$ cat config.mk
export PLATFORM = sky130hd
export DESIGN_NAME = bcd_to_bin_dabbler
export DESIGN_NICKNAME = d
export VERILOG_FILES = /design/src/rtl/bcd_to_bin_dabbler.sv
export SDC_FILE = /design/constraint.sdc
export NUM_CORES = 1
export LEC_CHECK = 0
export BUFFER_PORTS_ARGS = -buffer_cell sky130_fd_sc_hd__buf_2
export CELL_PAD_IN_SITES_DETAIL_PLACEMENT = 1
export CELL_PAD_IN_SITES_GLOBAL_PLACEMENT = 1
export CORE_MARGIN = 2
export CORE_UTILIZATION = 44
export DETAILED_ROUTE_END_ITERATION = 10
export PLACE_DENSITY_LB_ADDON = 0.1
export SLEW_MARGIN = 10
export SYNTH_ARGS = -nofsm -noshare
export SYNTH_HDL_FRONTEND = slang
export SYNTH_SLANG_ARGS = --single-unit
$ cat constraint.sdc
create_clock -name clk -period 1.6 [get_ports clk]
set_input_delay 0.48 -clock clk [delete_from_list [all_inputs] [get_ports clk]]
set_output_delay 0.48 -clock clk [all_outputs]
set_load 0.02 [all_outputs]
$ cat src/rtl/bcd_to_bin_dabbler.sv
// Sequential BCD-to-binary converter (reverse double dabble: shift right, subtract 3 from digits >= 8).
// Build option BCD2BIN_SAT_EN: saturate bin to all-ones on overflow instead of wrapping.
module bcd_to_bin_dabbler #(
  parameter int DIGITS = 3,
  parameter int BIN_W  = 10,
  parameter int OUT_W  = 8
) (
  input  logic                  clk,
  input  logic                  rst,
  input  logic                  start,
  input  logic [4*DIGITS-1:0]   bcd,
  output logic [OUT_W-1:0]      bin,
  output logic                  ovf,
  output logic                  err,
  output logic                  busy,
  output logic                  done
);

  localparam int BCD_W = 4 * DIGITS;
  localparam int CNT_W = $clog2(BIN_W + 1);
  localparam logic [CNT_W-1:0] LAST_CNT = CNT_W'(BIN_W - 1);

  localparam logic [1:0] ST_IDLE = 2'd0;
  localparam logic [1:0] ST_CONV = 2'd1;
  localparam logic [1:0] ST_DONE = 2'd2;

  function automatic logic has_bad_digit(input logic [BCD_W-1:0] v);
    logic bad;
    bad = 1'b0;
    for (int i = 0; i < DIGITS; i++) begin
      if (v[4*i +: 4] > 4'd9) begin
        bad = 1'b1;
      end else begin
        bad = bad;
      end
    end
    return bad;
  endfunction

  // A digit that reads >= 8 after the shift was an odd-tens carry; remove the 3 it gained.
  function automatic logic [BCD_W-1:0] correct_digits(input logic [BCD_W-1:0] v);
    logic [BCD_W-1:0] r;
    r = v;
    for (int i = 0; i < DIGITS; i++) begin
      if (v[4*i +: 4] >= 4'd8) begin
        r[4*i +: 4] = v[4*i +: 4] - 4'd3;
      end else begin
        r[4*i +: 4] = v[4*i +: 4];
      end
    end
    return r;
  endfunction

  logic [1:0]       state_q, state_d;
  logic [BCD_W-1:0] bcd_part_q, bcd_part_d;
  logic [BIN_W-1:0] acc_q, acc_d;
  logic [CNT_W-1:0] count_q, count_d;
  logic [OUT_W-1:0] bin_q, bin_d;
  logic             ovf_q, ovf_d;
  logic             err_q, err_d;
  logic             busy_q, busy_d;
  logic             done_q, done_d;

  logic [BCD_W-1:0] shift_part_s;
  logic [BIN_W-1:0] shift_acc_s;
  logic             ovf_s;
  logic [OUT_W-1:0] bin_s;

  // One shift-and-correct step of the whole {bcd_part, acc} register and the result it would latch.
  always_comb begin
    shift_part_s = correct_digits({1'b0, bcd_part_q[BCD_W-1:1]});
    shift_acc_s  = {bcd_part_q[0], acc_q[BIN_W-1:1]};
    ovf_s        = ((shift_acc_s >> OUT_W) != {BIN_W{1'b0}});
`ifdef BCD2BIN_SAT_EN
    if (ovf_s) begin
      bin_s = {OUT_W{1'b1}};
    end else begin
      bin_s = shift_acc_s[OUT_W-1:0];
    end
`else
    bin_s = shift_acc_s[OUT_W-1:0];
`endif
  end

  // Next-state and datapath control.
  always_comb begin
    state_d    = state_q;
    bcd_part_d = bcd_part_q;
    acc_d      = acc_q;
    count_d    = count_q;
    bin_d      = bin_q;
    ovf_d      = ovf_q;
    err_d      = err_q;
    case (state_q)
      ST_IDLE: begin
        if (start) begin
          if (has_bad_digit(bcd)) begin
            state_d = ST_DONE;
            err_d   = 1'b1;
            bin_d   = {OUT_W{1'b0}};
            ovf_d   = 1'b0;
          end else begin
            state_d    = ST_CONV;
            bcd_part_d = bcd;
            acc_d      = {BIN_W{1'b0}};
            count_d    = {CNT_W{1'b0}};
          end
        end else begin
          state_d = ST_IDLE;
        end
      end
      ST_CONV: begin
        bcd_part_d = shift_part_s;
        acc_d      = shift_acc_s;
        count_d    = count_q + CNT_W'(1);
        if (count_q == LAST_CNT) begin
          state_d = ST_DONE;
          bin_d   = bin_s;
          ovf_d   = ovf_s;
          err_d   = 1'b0;
        end else begin
          state_d = ST_CONV;
        end
      end
      ST_DONE: begin
        state_d = ST_IDLE;
      end
      default: begin
        state_d = ST_IDLE;
      end
    endcase
    busy_d = (state_d != ST_IDLE);
    done_d = (state_d == ST_DONE);
  end

  // State, datapath and registered outputs; reset abandons any conversion.
  always_ff @(posedge clk or posedge rst) begin
    if (rst) begin
      state_q    <= ST_IDLE;
      bcd_part_q <= {BCD_W{1'b0}};
      acc_q      <= {BIN_W{1'b0}};
      count_q    <= {CNT_W{1'b0}};
      bin_q      <= {OUT_W{1'b0}};
      ovf_q      <= 1'b0;
      err_q      <= 1'b0;
      busy_q     <= 1'b0;
      done_q     <= 1'b0;
    end else begin
      state_q    <= state_d;
      bcd_part_q <= bcd_part_d;
      acc_q      <= acc_d;
      count_q    <= count_d;
      bin_q      <= bin_d;
      ovf_q      <= ovf_d;
      err_q      <= err_d;
      busy_q     <= busy_d;
      done_q     <= done_d;
    end
  end

  assign bin  = bin_q;
  assign ovf  = ovf_q;
  assign err  = err_q;
  assign busy = busy_q;
  assign done = done_q;

endmodule

# Word level (Yosys, flattened, before mapping)
# Cells that the tools add are included.
# classes
add_sub_neg	3
magnitude_cmp	5
eq_ne	7
n_mux	32
reduce_logical	6
# ops
cell	count
12-bit two-way mux	2
8-bit two-way mux	3
12-bit one-hot mux with 2 select lines	1
10-bit two-way mux	2
10-bit one-hot mux with 2 select lines	1
4-bit two-way mux	4
8-bit one-hot mux with 2 select lines	1
4-bit > comparator, second input constant	3
1-bit two-way mux	11
10-bit nonzero test	1
4-bit greater-or-equal comparator, second input constant	2
2-bit inequality test, second input constant	4
4-bit one-hot mux with 2 select lines	1
4-bit by 2-bit subtractor with 4-bit output, second input constant	2
2-bit two-way mux	3
4-bit by 1-bit adder with 4-bit output, second input constant	1
4-bit == test, second input constant	1
1-bit one-hot mux with 2 select lines	2
2-bit one-hot mux with 2 select lines	1
4-bit AND reduction	1
2-bit nonzero test	2
3-bit AND reduction	1
2-bit by 1-bit == test with 1-bit output, second input constant	1
2-bit == test, second input constant	1
2-bit zero test	1
# totals
reg_bits	40
output_inout_bits	12
wordCells	62

# Longest topological paths before layout
# depth
word_depth	10
mapped_depth	7

# Least setup slack after synthesis
# Ideal clock, no wire load.
# synth_path
path_kind	input port to flip-flop
start	input port bcd[6]
end	register bin_q[1] (netlist: bin[1])
setup_ns	0.125
arrival_ns	1.508
setup_slack_ns	-0.034
cell_stages	5
n_path_buf	1
cell_sequence	o21ai_1 -> nand3_1 -> a21oi_2 -> buf_6 -> mux2_4
# synth_via
elab_chain_len	7
# synth_lines
element	line_no	rtl
start: declaration	11	input logic [4*DIGITS-1:0] bcd,
4-bit > comparator	31	if (v[4*i +: 4] > 4'd9) begin
1-bit two-way mux (2 in a row)	31	
1-bit two-way mux	96	if (start) begin
1-bit two-way mux	94	case (state_q)
2-bit inequality test (no source line)	n/a	
4-bit AND reduction (no source line)	n/a	
end signal: assignment	143	bin_q <= {OUT_W{1'b0}};
end signal: assignment	153	bin_q <= bin_d;
end: declaration	58	logic [OUT_W-1:0] bin_q, bin_d;
# Every way passes these cells. The select of a mux whose other input is x is not followed.
# A chain may end at the register's enable or synchronous reset.

# Worst setup path in the final report
# layout_path
start	register count_q[0]
end	register bin_q[6] (netlist: bin[6])
# layout_via
elab_chain_len	3
# layout_lines
element	line_no	rtl
start: declaration	57	logic [CNT_W-1:0] count_q, count_d;
start signal: assignment	142	count_q <= {CNT_W{1'b0}};
start signal: assignment	152	count_q <= count_d;
4-bit == test	116	if (count_q == LAST_CNT) begin
2-bit inequality test (no source line)	n/a	
4-bit AND reduction (no source line)	n/a	
# Every way passes these cells.

==> flow_metrics.py <==
metrics = {
    "synth": {
        "synth_cell_type_count": 34,
        "ys_ff_latch": 39,
        "synthCells": 164,
        "synth_area_sq_mm": 0.00187,
        "syn-num-nets": 185,
        "avgSynthCellArea_sq_um": 11.4,
        "yosysWarnings": 0,
        "yosysSeqAreaShare_pct": 52.1,
    },
    "drt": {
        "vias": 1346,
        "drcViolationCount": 0,
        "antenna_left": 0,
        "drt-total-wl_mm": 4.12,
        "dr.pass1.iters": 4,
        "wl_per_cell_microns": 15.8,
        "drtIter0Drc": 42,
        "viasPerCell": 5.18,
    },
    "clocking": {
        "cts_hold_buf": 0,
        "cts.sinks": 39,
        "clk_latency_ps": 290,
        "cts_made_buffers": 5,
        "root_buffer": "clkbuf_8",
        "cts_tree": "yes",
        "htree_levels": 2,
        "cts_max_path_buffers": 2,
        "path_clk_slew_ps": 80,
        "cts_setup_buffers": 0,
    },
    "floorplanning": {
        "die_area_sq_mm": 0.00480,
        "die_w_microns": 69.3,
        "fp.coreArea_sq_mm": 0.00406,
        "rows": 23,
        "io_pins": 27,
        "start_util_pct": 46.2,
        "fp.dieH_microns": 69.3,
    },
    "timing": {
        "finalClockSkew_ps": 6.24,
        "period_share_pct": 94.9,
        "max_freq_mhz": 659,
        "layout_setup_ws_ps": 82.2,
        "worstMarginPinSlew_ps": 489,
        "drv_slew": 0,
        "period_minus_slack_ps": 1520,
        "timing.hold.ws_ps": 287,
        "rsz0062_at_grt": "false",
        "finalHoldViolCount": 0,
        "slew_headroom_pct": 67.4,
        "setup_viol": 0,
    },
    "critical_path": {
        "critPathMaxStageDelay_ps": 390,
        "crit_fanout": 11,
        "critPathLaunchType": "register",
        "required_ps": 1790,
        "critPathCaptureType": "register",
        "path_cells": "ha_1, nand2_1, nor3_4, a21oi_2, buf_12, mux2_2",
        "cpMaxStageDelayCell": "dfrtp_1",
        "arrival_ps": 1710,
        "critPathKind": "reg -> reg",
    },
    "global_route": {
        "first_global_vias": 1473,
        "grt_usage_pct": 19.1,
        "grt_max_degree": 40,
        "grt_antenna_before_repair": 0,
        "overflow": 0,
        "grt_pass1_wl_mm": 7.09,
    },
    "layout": {
        "final_cell_mix": "dfrtp_1, buf_2, o21ai_0, buf_4, nand2_1",
        "fin_nets": 230,
        "multi_input_area_sq_um": 817,
        "drive_gt1_share_pct": 37.1,
        "mostFrequentLayoutCell": "dfrtp_1",
        "finalInstanceArea_sq_mm": 0.00231,
        "diodes": 0,
        "synthToLayoutAreaGrowth_pct": 23.1,
        "seqCellArea_sq_um": 977,
        "n_fill_cell": 435,
        "finalNonFillerCells": 260,
        "final_util_pct": 56.9,
    },
    "placed_design": {
        "dp_slack_ps": -160,
        "dpl-instance-area_sq_mm": 0.00218,
        "port-buffer-count": 26,
        "gp_congestion": 0.798,
        "dp_cells": 252,
        "dp_hpwl_mm": 3.10,
    },
    "flow_run": {
        "cap_violations": 0,
    },
    "pwr": {
        "power.leakage_nw": 1.22,
        "power_density_mw_per_mm2": 1730,
        "ir_drop_mv": 0.914,
    },
    "min_path": {
        "min_path_type": "in -> async",
    },
    "status": {
        "status": "complete, no violations",
    },
}
==> per-layer routing <==
metal	vias to the layer above	global-route usage, %	wire [microns]
met2	20	31.9	2050
met1	671	23.5	1850
met3	8	4.36	132
li1	647	-	-
met4	0	8.50	86
met5	-	0	0
==> registers in the layout (all words and copies together), names as in the netlist <==
signal	cells
busy	1
err	1
done	1
ovf	1
count_q	4
bin	8
bcd_part_q	12
acc_q	9
state_q	2
==> stage by stage <==
step / power (mW) / setup TNS, ps
floorplan: 2.65 / 0
global placement: 3.08 / -878
CTS: 4.03 / 0
finish: 3.99 / 0
detailed placement: 3.19 / -1640
global route: 4.31 / 0
==> cells in the mapped netlist <==
cell	n	area, sq um
buf_4	1	7.51
a41oi_4	1	27.5
nor3_4	1	16.3
clkbuf_2	1	5.00
a22oi_1	4	30.0
and2b_2	1	8.76
a21oi_1	6	30.0
buf_2	4	20.0
nor2_1	4	15.0
inv_1	11	41.3
a22o_1	3	26.3
o21ai_0	18	90.1
a21o_1	7	52.6
and2_2	5	37.5
mux2_2	1	11.3
nand2_1	13	48.8
buf_6	2	22.5
a21oi_2	1	8.76
a22o_2	1	10.0
nand2b_4	1	13.8
xnor2_1	4	35.0
mux2_4	6	90.1
nand2b_1	3	18.8
nor2b_1	1	6.26
and4_1	1	8.76
o21ai_2	1	8.76
nand3_1	2	10.0
dfrtp_1	39	976
ha_1	6	75.1
mux2i_1	8	80.1
o21ai_1	2	10.0
and2_1	2	12.5
or3_1	2	12.5
nor3b_1	1	7.51
==> cell type report <==
class	count	share of cell area (%)
flip-flops and latches	39	42.4
multi-input cells	106	35.4
repair buffers	46	12.9
clock buffers	5	2.98
well taps	50	2.71
clock inverters	3	1.90
inverters	11	1.79
==> power by group <==
part	switching, mW	internal (mW)
Combinational	0.791	0.744
Clock	0.352	0.464
Sequential	0.305	1.34
==> repair_timing <==
item                       CTS  global route
resized for setup            0             4
hold endpoints to repair     0             0
setup endpoints to repair    0            12
==> critical path: cells and delay by family (launching register included) <==
| kind | cells | cell delay, ps |
|---|---|---|
| multiplexers | 1 | 330 |
| AO/OA/AOI/OAI | 1 | 150 |
| adder cells (fa/ha/maj) | 1 | 210 |
| flip-flops | 1 | 390 |
| buffers and inverters | 1 | 170 |
| AND/OR/NAND/NOR | 2 | 180 |
==> worst paths after layout <==
path,start,endpoint,slack [ps],depth (start not counted)
worst max-delay path,count_q[0],bin[6],80,6
worst min-delay path,rst,bin[6],290,3
worst max register to register,count_q[0],bin[6],80,6
worst min register to register,acc_q[5],acc_q[5],480,1
max in group asynchronous,rst,state_q[1],950,3
min in group clk,bcd[11],bcd_part_q[11],440,2
==> cells by family after synthesis <==
logic type | synth area share, %
mux | 9.68
compound gates | 15.7
fa+ha+maj | 4.01
simple gates | 11.5
flops | 52.1
buf+inv | 5.14
xor+xnor | 1.87
Note: power is estimated with default switching activity, not from simulation.
